--- config.mk ---
export PLATFORM = sky130hd
export DESIGN_NAME = reg_arbiter
export DESIGN_NICKNAME = d
export VERILOG_FILES = /design/src/rtl/reg_arb_pkg.sv /design/src/rtl/rr_pick.sv /design/src/rtl/reg_arbiter.sv
export SDC_FILE = /design/constraint.sdc
export NUM_CORES = 1
export LEC_CHECK = 0
export ABC_CLOCK_PERIOD_IN_PS = 11200
export BUFFER_PORTS_ARGS = -buffer_cell sky130_fd_sc_hd__buf_4
export CORE_ASPECT_RATIO = 0.8
export CORE_UTILIZATION = 41
export DETAILED_ROUTE_END_ITERATION = 8
export PLACE_DENSITY = 0.72
export REMOVE_ABC_BUFFERS = 1
export SYNTH_ARGS = -nofsm -noshare
export SYNTH_HDL_FRONTEND = slang
export SYNTH_HIERARCHICAL = 1
export SYNTH_SLANG_ARGS = --single-unit
--- constraint.sdc ---
create_clock -name CLK -period 11.2 [get_ports CLK]
set_clock_uncertainty 0.2 [all_clocks]
set_input_delay 0.56 -clock CLK [delete_from_list [all_inputs] [get_ports CLK]]
set_output_delay 0.56 -clock CLK [all_outputs]
set_load 0.02 [all_outputs]
--- src/rtl/reg_arb_pkg.sv ---
// reg_arb_pkg: shared types for the register arbiter.
// Op encoding and FSM states used by reg_arbiter.
package reg_arb_pkg;

  localparam int OPW = 2;

  localparam logic [OPW-1:0] OP_ENC_READ = 2'b00;
  localparam logic [OPW-1:0] OP_ENC_LD   = 2'b01;
  localparam logic [OPW-1:0] OP_ENC_INC  = 2'b10;
  localparam logic [OPW-1:0] OP_ENC_DECR = 2'b11;

  typedef enum logic [OPW-1:0] {
    OP_READ = OP_ENC_READ,
    OP_LD   = OP_ENC_LD,
    OP_INC  = OP_ENC_INC,
    OP_DECR = OP_ENC_DECR
  } op_t;

  typedef enum logic [1:0] {
    S_INIT,
    S_IDLE,
    S_ISSUE,
    S_RESP
  } state_t;

endpackage

--- src/rtl/rr_pick.sv ---
// rr_pick: combinational round-robin winner select.
// First asserted request at or after ptr, wrapping.
module rr_pick #(
  parameter  int NREQ = 4,
  localparam int IW   = $clog2(NREQ)
) (
  input  logic [NREQ-1:0] req,
  input  logic [IW-1:0]   ptr,
  output logic [NREQ-1:0] gnt,
  output logic [IW-1:0]   idx,
  output logic            any
);

  always_comb begin
    logic          found;
    logic [IW-1:0] j;
    gnt   = '0;
    idx   = '0;
    found = 1'b0;
    j     = '0;
    for (int k = 0; k < NREQ; k++) begin
      j = IW'((int'(ptr) + k) % NREQ);
      if (!found && req[j]) begin
        found  = 1'b1;
        gnt[j] = 1'b1;
        idx    = j;
      end
    end
  end

  assign any = |req;

endmodule

--- src/rtl/reg_arbiter.sv ---
// reg_arbiter: round-robin sequencer sharing one counter
// register among NREQ requesters, 3 cycles per op.
module reg_arbiter
  import reg_arb_pkg::*;
#(
  parameter  int WIDTH    = 8,
  parameter  int NREQ     = 4,
  parameter  bit SATURATE = 1'b0,
  localparam int IW       = $clog2(NREQ)
) (
  input  logic                  CLK,
  input  logic                  RST_N,
  input  logic [NREQ-1:0]       REQ_VALID,
  input  logic [2*NREQ-1:0]     REQ_OP,
  input  logic [WIDTH*NREQ-1:0] REQ_DIN,
  output logic [NREQ-1:0]       REQ_READY,
  output logic                  RSP_VALID,
  output logic [IW-1:0]         RSP_ID,
  output logic [WIDTH-1:0]      RSP_DATA,
  output logic                  RSP_ERR,
  output logic                  REG_CLR,
  output logic                  REG_LD,
  output logic                  REG_INC,
  output logic                  REG_DECR,
  output logic [WIDTH-1:0]      REG_DIN,
  input  logic [WIDTH-1:0]      REG_DOUT
);

  state_t           state_q;
  state_t           state_d;
  logic [IW-1:0]    ptr_q;
  logic [IW-1:0]    win_idx;
  logic [NREQ-1:0]  win_gnt;
  logic             win_any;
  logic             accept;
  op_t              win_op;
  logic [WIDTH-1:0] win_din;
  logic             win_err;
  logic [IW-1:0]    g_q;
  op_t              op_q;
  logic [WIDTH-1:0] din_q;
  logic             err_q;
  logic [WIDTH-1:0] post;
  logic             issue;

  rr_pick #(
    .NREQ(NREQ)
  ) u_pick (
    .req(REQ_VALID),
    .ptr(ptr_q),
    .gnt(win_gnt),
    .idx(win_idx),
    .any(win_any)
  );

  assign win_op  = op_t'(REQ_OP[{win_idx, 1'b0} +: 2]);
  assign win_din = REQ_DIN[WIDTH*int'(win_idx) +: WIDTH];
  assign issue   = (state_q == S_ISSUE);

  // Gated with RST_N so every output is low while reset is held
  assign REG_CLR = RST_N && (state_q == S_INIT);

  always_comb begin
    win_err = 1'b0;
    if (SATURATE) begin
      unique case (win_op)
        OP_INC:  win_err = &REG_DOUT;
        OP_DECR: win_err = ~|REG_DOUT;
        default: win_err = 1'b0;
      endcase
    end
  end

  always_ff @(posedge CLK or negedge RST_N) begin
    if (!RST_N) state_q <= S_INIT;
    else        state_q <= state_d;
  end

  always_comb begin
    state_d   = state_q;
    accept    = 1'b0;
    REQ_READY = '0;
    unique case (state_q)
      S_INIT:  state_d = S_IDLE;
      S_IDLE: begin
        if (win_any) begin
          accept    = 1'b1;
          REQ_READY = win_gnt;
          state_d   = S_ISSUE;
        end
      end
      S_ISSUE: state_d = S_RESP;
      S_RESP:  state_d = S_IDLE;
      default: state_d = S_INIT;
    endcase
  end

  always_ff @(posedge CLK or negedge RST_N) begin
    if (!RST_N) begin
      ptr_q <= '0;
      g_q   <= '0;
      op_q  <= OP_READ;
      din_q <= '0;
      err_q <= 1'b0;
    end else if (accept) begin
      ptr_q <= (win_idx == IW'(NREQ-1)) ?
               '0 : win_idx + IW'(1);
      g_q   <= win_idx;
      op_q  <= win_op;
      din_q <= win_din;
      err_q <= win_err;
    end
  end

  always_ff @(posedge CLK or negedge RST_N) begin
    if (!RST_N) begin
      REG_LD   <= 1'b0;
      REG_INC  <= 1'b0;
      REG_DECR <= 1'b0;
      REG_DIN  <= '0;
    end else begin
      REG_LD   <= accept && (win_op == OP_LD);
      REG_INC  <= accept && !win_err &&
                  (win_op == OP_INC);
      REG_DECR <= accept && !win_err &&
                  (win_op == OP_DECR);
      REG_DIN  <= accept ? win_din : '0;
    end
  end

  // Post-op value from the pre-op DOUT, so RSP_DATA can be a flop
  always_comb begin
    post = REG_DOUT;
    if (!err_q) begin
      unique case (op_q)
        OP_LD:   post = din_q;
        OP_INC:  post = REG_DOUT + WIDTH'(1);
        OP_DECR: post = REG_DOUT - WIDTH'(1);
        default: post = REG_DOUT;
      endcase
    end
  end

  always_ff @(posedge CLK or negedge RST_N) begin
    if (!RST_N) begin
      RSP_VALID <= 1'b0;
      RSP_ID    <= '0;
      RSP_DATA  <= '0;
      RSP_ERR   <= 1'b0;
    end else begin
      RSP_VALID <= issue;
      RSP_ID    <= issue ? g_q : '0;
      RSP_DATA  <= issue ? post : '0;
      RSP_ERR   <= issue && err_q;
    end
  end

endmodule

==> impl_metrics.py, run 1 <==
metrics = {
    "critical_path": {
        "crit_fanout": 15,
        "worstPathArrival_ps": 3840,
        "slowest_delay_ps": 750,
        "startpoint_type": "flip-flop",
        "path_cells": "inv_1, ha_1, mux4_2, nor2_1, o31ai_4, mux4_2, nor2b_1, a21o_1",
        "crit_slowest_cell": "o31ai_4",
        "reg2reg_slack_ps": 7330,
        "cp-end-kind": "flip-flop",
        "critPathRequiredTime_ps": 11180,
        "crit_type": "reg -> reg",
        "crit_top_cell": "mux4_2",
    },
    "yosys": {
        "synth.ff_latch_count": 38,
        "synth.area.top_cells": "dfrtp_1 (39%), mux4_2 (12%), ha_1 (5.6%), nor2b_1 (2.8%), a21o_1 (2.7%)",
        "ys.flop_type": "dfrtp_1",
        "seq_area_frac_synth_pct": 38.6,
        "synth_area_mm2": 0.00246,
        "syn-instance-count": 227,
        "synth-edff-count": 0,
        "yosys.area.top_type": "dfrtp_1",
        "synth_warnings": 6,
        "synthArstFlopShare_pct": 100,
        "syn_area_per_cell_um2": 10.9,
        "synth_top_area_share_pct": 38.6,
        "synth_cell_types": 52,
    },
    "outcome": {
        "status": "completed",
    },
    "pwr": {
        "powerDensity_mw_per_mm2": 283,
        "peakVddDrop_mv": 0.106,
        "p_leak_nw": 1.53,
    },
    "global_routing": {
        "grt_pass1_wl_um": 9180,
        "grt_max_degree": 40,
        "grt_use_total_pct": 18.8,
        "grt.overflow.total": 0,
        "grt_antenna_before_repair": 0,
        "first_global_vias": 1945,
    },
    "die": {
        "dieArea_mm2": 0.00633,
        "rows": 24,
        "die_height_um": 71.4,
        "core_mm2": 0.00562,
        "die_w_um": 88.7,
        "initial_core_util_pct": 43.9,
        "ios": 82,
    },
    "clock_tree": {
        "clock_sinks": 38,
        "holdBufCountCts": 0,
        "numCtsBuffers": 5,
        "cts_setup_buffers": 0,
        "cts_tree": "done",
        "clk_pin_slew_worst_paths_ps": 70,
        "htree_levels": 2,
        "clk_latency_ps": 280,
        "clockRootBuffer": "clkbuf_8",
        "cts.path.max_buffers": 2,
        "cts_resized": 0,
    },
    "detailed_routing": {
        "dr.first_iter.drc_count": 149,
        "vias_per_cell": 5.42,
        "wl_um": 5600,
        "first_pass_iters": 4,
        "vias": 2047,
        "drtAntennaViolNets": 0,
        "drcViolationCount": 0,
        "wl_per_cell_um": 14.8,
    },
    "cells_and_area": {
        "fin_area_mm2": 0.00320,
        "fillers": 501,
        "area_delta_synth_final_pct": 30.0,
        "drive_above_1_share_pct": 37.7,
        "fin_util_pct": 57.1,
        "finalNetCount": 364,
        "instances_no_fill": 378,
        "antenna_cells": 0,
    },
    "sta": {
        "maxSlewViolCount": 0,
        "maxSlewHeadroom_pct": 38.7,
        "rsz0062_at_grt": "false",
        "fin_tns_setup_ps": 0,
        "worst_pin_slew_ps": 919,
        "hold_viol_final": 0,
        "fmax_mhz": 258,
        "period_minus_slack_ps": 3870,
        "post-route-period-util_pct": 34.5,
        "setup_viol": 0,
    },
    "placed_design": {
        "dp_hpwl_um": 4180,
        "io_buffers": 80,
        "routabilityCongestion": 0.917,
        "dpl_cell_area_mm2": 0.00309,
        "placedCellCount": 370,
    },
    "job": {
        "max-cap-violations": 0,
    },
    "hold_path": {
        "hold_class": "in -> async",
    },
}
## final cells by class
class / count / area [um^2] / area share (%)
multi-input cells: 167 / 1420 / 44.2
repair buffers: 81 / 608 / 19.0
flip-flops and latches: 38 / 951 / 29.7
inverters: 6 / 22.5 / 0.703
clock buffers: 8 / 110 / 3.44
well taps: 78 / 97.6 / 3.05
## kinds of logic after synthesis
| kind of cell | share of synthesized area [%] |
|---|---|
| compound gates | 16.3 |
| xor+xnor | 1.42 |
| fa+ha+maj | 5.58 |
| buf+inv | 4.57 |
| flops | 38.6 |
| mux | 16.8 |
| other cells | 0.152 |
| simple gates | 16.5 |
## worst max-delay path: cells and delay by family, from the launching register on
| family | cells | cell delay, ps |
|---|---|---|
| AOI/OAI and AO/OA | 2 | 940 |
| adders and majority gates | 1 | 430 |
| buffers and inverters | 1 | 170 |
| DFF | 1 | 720 |
| muxes | 2 | 1020 |
| and+or+nand+nor | 2 | 280 |
## per-stage QoR
step | power (mW) | hold WS (ps) | setup slack (ps)
3_5_place_dp | 0.804 | 260 | 7320
2_1_floorplan | 0.634 | 64.4 | 6840
3_3_place_gp | 0.784 | 256 | 7430
6_report | 0.907 | 28.7 | 7330
5_1_grt | 0.979 | 61.1 | 7000
4_1_cts | 0.914 | 45.3 | 7310
## sequential cells by signal, summed over array words and instances, names as in the netlist
signal	count
REG_DECR	1
REG_DIN	8
REG_INC	1
REG_LD	1
RSP_DATA	8
RSP_ID	2
RSP_VALID	1
din_q	8
g_q	2
op_q	2
ptr_q	2
state_q	2
## Yosys cell counts (all sizes together) (2+ instances only)
cell / count
nor3: 4
mux2i: 5
a22oi: 8
xnor2: 3
and3: 5
nor3b: 2
o31a: 2
nand2: 14
nor2b: 12
nor2: 7
buf: 7
dfrtp: 38
and2: 6
a211oi: 4
nand4: 4
inv: 6
mux2: 4
or4: 3
a21o: 9
clkbuf: 9
nand2b: 3
ha: 11
a21oi: 4
nand3: 6
o21a: 2
mux4: 14
o31ai: 4
o21ai: 16
## routing by layer
metal,global-route usage [%],wire [um],vias to the layer above
met4,4.12,36,0
li1,-,-,991
met3,4.26,351,4
met2,29.7,2610,76
met1,26.6,2600,976
met5,0,0,-
## layout by cell type, fill, tap and decap left out, types with 3 or more instances in the layout
| master | netlist | layout |
|---|---|---|
| a211oi_1 | 4 | 4 |
| a21o_1 | 9 | 9 |
| a21oi_1 | 4 | 4 |
| a22oi_1 | 8 | 8 |
| and2_1 | 6 | 6 |
| and3_1 | 5 | 5 |
| buf_4 | 1 | 81 |
| clkbuf_8 | 0 | 8 |
| dfrtp_1 | 38 | 38 |
| ha_1 | 11 | 11 |
| inv_1 | 5 | 5 |
| mux2_2 | 4 | 4 |
| mux2i_1 | 5 | 5 |
| mux4_2 | 13 | 13 |
| nand2_1 | 14 | 14 |
| nand3_1 | 6 | 6 |
| nand4_1 | 4 | 4 |
| nor2_1 | 7 | 7 |
| nor2b_1 | 11 | 11 |
| nor3_1 | 3 | 3 |
| o21ai_0 | 10 | 10 |
| o21ai_1 | 6 | 6 |
| o31ai_1 | 4 | 3 |
| xnor2_1 | 3 | 3 |
## path summary, 6_finish.rpt
| check | from | to | depth (start not counted) |
|---|---|---|---|
| worst max-delay path | ptr_q[0] | din_q[7] | 8 |
| worst min-delay path | RST_N | op_q[0] | 1 |
| worst max register to register | ptr_q[0] | din_q[7] | 8 |
| worst min register to register | din_q[3] | din_q[3] | 1 |
| max in group asynchronous | RST_N | RSP_DATA[2] | 1 |
| min in group CLK | din_q[3] | din_q[3] | 1 |
## report_power, final
group	switching (mW)	total [mW]	internal (mW)
Sequential	0.0535	0.248	0.194
Clock	0.0458	0.108	0.0621
Combinational	0.278	0.551	0.274
Total	0.377	0.907	0.530
(Power assumes the default switching activity.)
==> run 2: changes to the inputs <==
--- a/config.mk
+++ b/config.mk
@@ -5,12 +5,12 @@
 export SDC_FILE = /design/constraint.sdc
 export NUM_CORES = 1
 export LEC_CHECK = 0
-export ABC_CLOCK_PERIOD_IN_PS = 11200
+export ABC_CLOCK_PERIOD_IN_PS = 3190
 export BUFFER_PORTS_ARGS = -buffer_cell sky130_fd_sc_hd__buf_4
 export CORE_ASPECT_RATIO = 0.8
 export CORE_UTILIZATION = 41
 export DETAILED_ROUTE_END_ITERATION = 8
-export PLACE_DENSITY = 0.72
+export PLACE_DENSITY = 0.75
 export REMOVE_ABC_BUFFERS = 1
 export SYNTH_ARGS = -nofsm -noshare
 export SYNTH_HDL_FRONTEND = slang
==> constraint.sdc (replaced) <==
create_clock -name CLK -period 3.19 [get_ports CLK]
set_clock_uncertainty 0.2 [all_clocks]
set_input_delay 0.1595 -clock CLK [delete_from_list [all_inputs] [get_ports CLK]]
set_output_delay 0.1595 -clock CLK [all_outputs]
set_load 0.02 [all_outputs]
==> run 2 against run 1 <==
Global-route usage rose by 0.93 points. Critical endpoint is now REG_DECR. Combinational power rose to 4.0 times the previous value. Routed wire length rose by 3.2%. Clock power rose to 3.7 times the previous value.
==> impl_metrics.py, run 2 (synthesis gave the netlist of run 1 again) <==
metrics = {
    "outcome": {
        "status": "completed",
    },
    "detailed_routing": {
        "vias": 2117,
        "drtAntennaViolNets": 0,
        "dr.first_iter.drc_count": 79,
        "drcViolationCount": 0,
        "wl_um": 5780,
        "first_pass_iters": 4,
        "wl_per_cell_um": 14.8,
        "vias_per_cell": 5.41,
    },
    "cells_and_area": {
        "antenna_cells": 0,
        "finalNetCount": 377,
        "fin_area_mm2": 0.00332,
        "instances_no_fill": 391,
        "drive_above_1_share_pct": 38.7,
        "layout_commonest_cell": "buf_4",
        "seq_area_um2": 951,
        "area_delta_synth_final_pct": 34.6,
        "multiInputGateArea_mm2": 0.00142,
        "fillers": 500,
        "final_cell_mix": "buf_4 (90), dfrtp_1 (38), nand2_1 (14)",
        "reg_top3": "REG_DIN: 8 flops, RSP_DATA: 8 flops, din_q: 8 flops",
    },
    "clock_tree": {
        "cts.path.max_buffers": 2,
        "clock_sinks": 38,
        "clockRootBuffer": "clkbuf_8",
        "clk_latency_ps": 280,
        "cts_tree": "done",
        "numCtsBuffers": 5,
        "htree_levels": 2,
        "clk_pin_slew_worst_paths_ps": 80,
        "cts_resized": 0,
    },
    "global_routing": {
        "grt_pass1_wl_um": 9560,
        "grt_max_degree": 40,
        "first_global_vias": 1981,
        "grt.overflow.total": 0,
        "grt_use_total_pct": 19.7,
        "grt_antenna_before_repair": 0,
    },
    "critical_path": {
        "crit_top_cell": "buf_4",
        "critPathRequiredTime_ps": 3170,
        "worstPathArrival_ps": 2970,
        "crit_slowest_cell": "dfrtp_1",
        "slowest_delay_ps": 380,
        "crit_type": "reg -> reg",
        "path_cells": "inv_1, ha_1, buf_4, mux4_1, nand2b_4, nor3_4, inv_2, o22ai_1, buf_4, mux4_2, nor2b_1, and2_1",
        "crit_fanout": 12,
        "cp-end-kind": "flip-flop",
        "reg2reg_slack_ps": 200,
        "startpoint_type": "flip-flop",
    },
    "placed_design": {
        "routabilityCongestion": 0.861,
        "dp_hpwl_um": 4370,
        "placedCellCount": 378,
        "dpl_cell_area_mm2": 0.00317,
        "io_buffers": 80,
    },
    "job": {
        "max-cap-violations": 0,
    },
    "sta": {
        "fmax_mhz": 334,
        "hold_viol_final": 0,
        "holdWs_ps": 62.0,
        "period_minus_slack_ps": 2990,
        "setup_viol": 0,
        "post-route-period-util_pct": 93.9,
        "maxSlewViolCount": 0,
        "rsz0062_at_grt": "false",
    },
    "pwr": {
        "p_sw_mw": 1.35,
        "comb_power_share_pct": 65.2,
        "internal_power_mw": 2.01,
        "peakVddDrop_mv": 0.557,
        "p_leak_nw": 1.59,
        "switching_share_pct": 40.2,
        "power_frac_seq_pct": 22.9,
        "powerDensity_mw_per_mm2": 1010,
        "p_clk_share_pct": 11.9,
    },
    "die": {
        "die_height_um": 71.4,
        "die_w_um": 88.7,
        "ios": 82,
        "core_mm2": 0.00562,
        "dieArea_mm2": 0.00633,
        "rows": 24,
        "initial_core_util_pct": 43.9,
    },
    "hold_path": {
        "hold_class": "in -> reg",
    },
}
[run 2: power groups by stage]
stage	registers (mW)	logic, mW	clock network [mW]
finish	0.769	2.19	0.398
floorplan	0.945	1.28	0
global route	0.796	2.40	0.423
detailed placement	0.781	2.16	0
global placement	0.775	2.11	0
CTS	0.772	2.17	0.409
[run 2: cell type report]
cell class                 count  share of cell area, %
inverter                       6                  0.679
clock inverter                 1                  0.905
clock buffer                   7                   2.30
sequential                    38                   28.7
multi-input combinational    167                   42.6
timing repair buffer          94                   21.9
tap                           78                   2.94
[run 2: worst paths after layout]
path	start	end	cells after the start
worst max-delay path	ptr_q[1]	REG_DECR	12
worst min-delay path	REG_DOUT[7]	RSP_DATA[7]	4
worst max register to register	ptr_q[1]	REG_DECR	12
max in group asynchronous	RST_N	ptr_q[0]	2
min in group asynchronous	RST_N	REG_DIN[7]	2
worst min register to register	din_q[0]	din_q[0]	1
[run 2: critical path, delay by kind of cell, from the launching register on]
kind                     cells  cell delay (ps)
AND/OR/NAND/NOR              4              680
flip-flops                   1              380
adder cells (fa/ha/maj)      1              270
AO/OA/AOI/OAI                1              160
buffers and inverters        4              600
multiplexers                 2              600
[run 2: metrics by stage]
step                setup slack [ps]  TNS (ps)  power (mW)  util, %
global route                    19.0         0        3.62     59.1
finish                           195         0        3.36     59.1
CTS                              173         0        3.35     58.8
floorplan                      -1170    -24550        2.23        -
global placement                 304         0        2.88     56.4
detailed placement               193         0        2.94     56.4
[run 2: what timing repair did]
| item | CTS | global route |
|---|---|---|
| hold buffers | 3 | 0 |
| endpoints found under the hold margin | 40 | 0 |
| buffers inserted | 0 | 2 |
| endpoints found under the setup margin | 0 | 3 |
[run 2: metal layers]
metal	share of wire, %	track usage (%)
met1	46	27.3
met2	46	31.5
met3	6.7	3.92
met4	1.3	5.91
met5	0	0
==> run 3: changes to the inputs <==
--- a/config.mk
+++ b/config.mk
@@ -5,12 +5,13 @@
 export SDC_FILE = /design/constraint.sdc
 export NUM_CORES = 1
 export LEC_CHECK = 0
+export ABC_AREA = 1
 export ABC_CLOCK_PERIOD_IN_PS = 3190
 export BUFFER_PORTS_ARGS = -buffer_cell sky130_fd_sc_hd__buf_4
 export CORE_ASPECT_RATIO = 0.8
 export CORE_UTILIZATION = 41
 export DETAILED_ROUTE_END_ITERATION = 8
-export PLACE_DENSITY = 0.75
+export PLACE_DENSITY = 0.74
 export REMOVE_ABC_BUFFERS = 1
 export SYNTH_ARGS = -nofsm -noshare
 export SYNTH_HDL_FRONTEND = slang
==> run 3 against run 2 <==
Clock power increased by 6.3%. Sequential share of layout area decreased by 2.4 points. Via count increased by 28%. Clock-buffer cell count decreased by 2.
==> impl_metrics.py, run 3 <==
metrics = {
    "outcome": {
        "status": "completed",
    },
    "yosys": {
        "synth-edff-count": 0,
        "seq_area_frac_synth_pct": 35.4,
        "synth_area_mm2": 0.00269,
        "synth_most_common_cell": "nand2_1",
        "synth_cell_types": 37,
        "ys.flop_type": "dfrtp_1",
        "yosys.area.top_type": "dfrtp_1",
        "synth.ff_latch_count": 38,
        "synthArstFlopShare_pct": 100,
        "syn_area_per_cell_um2": 7.50,
        "synth.area.top_cells": "dfrtp_1 (35%), nand2_1 (10%), nand3_1 (7.3%), inv_1 (6.8%), ha_1 (5.1%)",
        "synth_common_cells": "nand2_1 (73), inv_1 (49), nand3_1 (39)",
        "synth_top_area_share_pct": 35.4,
        "synth_warnings": 6,
        "syn-instance-count": 358,
    },
    "clock_tree": {
        "clk_latency_ps": 310,
        "clockRootBuffer": "clkbuf_8",
        "htree_levels": 2,
        "cts_tree": "done",
        "clock_sinks": 38,
        "cts.path.max_buffers": 2,
        "clk_pin_slew_worst_paths_ps": 80,
        "numCtsBuffers": 5,
    },
    "detailed_routing": {
        "first_pass_iters": 4,
        "vias": 2716,
        "drtAntennaViolNets": 0,
        "drcViolationCount": 0,
        "wl_um": 7360,
        "vias_per_cell": 5.08,
        "dr.first_iter.drc_count": 149,
        "wl_per_cell_um": 13.8,
    },
    "cells_and_area": {
        "fin_area_mm2": 0.00362,
        "reg_top3": "REG_DIN: 8 flops, RSP_DATA: 8 flops, din_q: 8 flops",
        "area_delta_synth_final_pct": 34.9,
        "fillers": 560,
        "drive_above_1_share_pct": 28.6,
        "layout_commonest_cell": "buf_4",
        "antenna_cells": 0,
        "final_cell_mix": "buf_4 (83), nand2_1 (73), inv_1 (48)",
        "finalNetCount": 518,
    },
    "die": {
        "dieArea_mm2": 0.00688,
        "core_mm2": 0.00610,
        "ios": 82,
        "rows": 25,
        "initial_core_util_pct": 44.0,
        "die_height_um": 74.4,
        "die_w_um": 92.5,
    },
    "critical_path": {
        "crit_fanout": 10,
        "cp-end-kind": "flip-flop",
        "r2r-end": "din_q[7]",
        "rr_startpoint": "ptr_q[1]",
        "critPathRequiredTime_ps": 3170,
        "startpoint_type": "flip-flop",
        "worstPathArrival_ps": 3020,
        "reg2reg_slack_ps": 140,
        "r2r_cells": 12,
        "crit_type": "reg -> reg",
    },
    "global_routing": {
        "grt_max_degree": 40,
        "first_global_vias": 2377,
        "grt_use_total_pct": 21.8,
        "grt.overflow.total": 0,
        "grt_antenna_before_repair": 0,
        "grt_pass1_wl_um": 11500,
    },
    "sta": {
        "rsz0062_at_grt": "true",
        "maxSlewHeadroom_pct": 61.8,
        "post-route-period-util_pct": 95.5,
        "fmax_mhz": 328,
        "worst_pin_slew_ps": 572,
        "hold_viol_final": 0,
        "fin_tns_setup_ps": 0,
        "setup_viol": 0,
        "period_minus_slack_ps": 3050,
        "maxSlewViolCount": 0,
        "holdWs_ps": 12.3,
    },
    "placed_design": {
        "routabilityCongestion": 0.874,
        "io_buffers": 80,
        "dpl_cell_area_mm2": 0.00333,
        "dp_hpwl_um": 5510,
    },
    "hold_path": {
        "min_from": "REQ_DIN[18]",
        "min_to": "REG_DIN[2]",
        "hold_class": "in -> reg",
        "min_path_cells": 4,
    },
    "pwr": {
        "power.total_mw": 3.81,
        "peakVddDrop_mv": 0.492,
        "p_leak_nw": 1.95,
        "powerDensity_mw_per_mm2": 1050,
    },
    "job": {
        "max-cap-violations": 0,
    },
}
## run 3: cell types whose count changed after synthesis, sizes merged, moves of 14 or more
| cell | before | now |
|---|---|---|
| inv | 6 | 51 |
| mux4 | 14 | 0 |
| nand2 | 14 | 84 |
| nand3 | 6 | 41 |
| nor2 | 7 | 33 |
| o211ai | 1 | 15 |
## run 3: worst max-delay path by stage
| stage | start | to | cells past startpoint |
|---|---|---|---|
| 6_report | ptr_q[1] | din_q[7] | 12 |
| 5_1_grt | ptr_q[1] | din_q[7] | 12 |
| 4_1_cts | ptr_q[1] | op_q[1] | 14 |
| 3_5_place_dp | ptr_q[1] | op_q[1] | 14 |
| 3_3_place_gp | ptr_q[1] | din_q[7] | 13 |
| 2_1_floorplan | ptr_q[0] | op_q[1] | 14 |
## run 3: through the flow
step | cells | setup slack [ps] | util (%)
floorplan | 346 | -122 | -
global placement | 510 | 225 | 54.7
detailed placement | 510 | 171 | 54.7
CTS | 532 | 161 | 58.8
global route | 535 | -34.2 | 59.4
finish | 535 | 143 | 59.4
## run 3: power breakdown
| part | total (mW) | internal (mW) | leakage [nW] | switching [mW] |
|---|---|---|---|---|
| logic | 2.56 | 0.939 | 1.41 | 1.63 |
| registers | 0.825 | 0.682 | 0.488 | 0.143 |
| clock network | 0.423 | 0.233 | 0.0504 | 0.191 |
## run 3: cell families (layout without fill, tap and decap cells)
family,count (synthesis),count (layout),share of synthesized area [%]
AND/OR/NAND/NOR,174,174,31.6
buffers and inverters,66,162,11.2
AO/OA/AOI/OAI,64,64,15.2
flip-flops,38,38,35.4
adder cells (fa/ha/maj),11,11,5.12
XOR/XNOR,4,4,1.30
other,1,1,0.140
## run 3: timing repair
item,4_1_cts,5_1_grt
setup buffers,0,1
resized for setup,0,6
endpoints found under the setup margin,0,18
endpoints found under the hold margin,51,0
hold buffers,14,0
## run 3: final cells by class
| class | count | area, um^2 | area share (%) |
|---|---|---|---|
| Inverter | 54 | 228 | 6.28 |
| Multi-Input combinational cell | 254 | 1450 | 39.9 |
| Sequential cell | 38 | 952 | 26.3 |
| Clock inverter | 3 | 45.0 | 1.24 |
| Tap cell | 81 | 101 | 2.80 |
| Timing Repair inverter | 2 | 10.0 | 0.276 |
| Clock buffer | 5 | 68.8 | 1.90 |
| Timing Repair Buffer | 98 | 774 | 21.4 |
## run 3: worst max-delay path, cell delays in order (launching register included)
cell and delay [ps]:
dfrtp_2 450, bufinv_8 230, ha_1 320, inv_1 130
nand3_1 90, nand2_1 120, nand3_1 80, nor2_1 140
nor2_1 90, nor2_4 200, clkinvlp_2 390, o211ai_1 340
o211ai_1 130
## run 3: layer usage
metal  global-route usage [%]  routed length [um]  up-vias
met2                     31.5                3170      126
met5                        0                   0        -
li1                         -                   -     1358
met4                     7.47                 107        0
met1                     32.9                3540     1222
met3                     3.68                 546       10
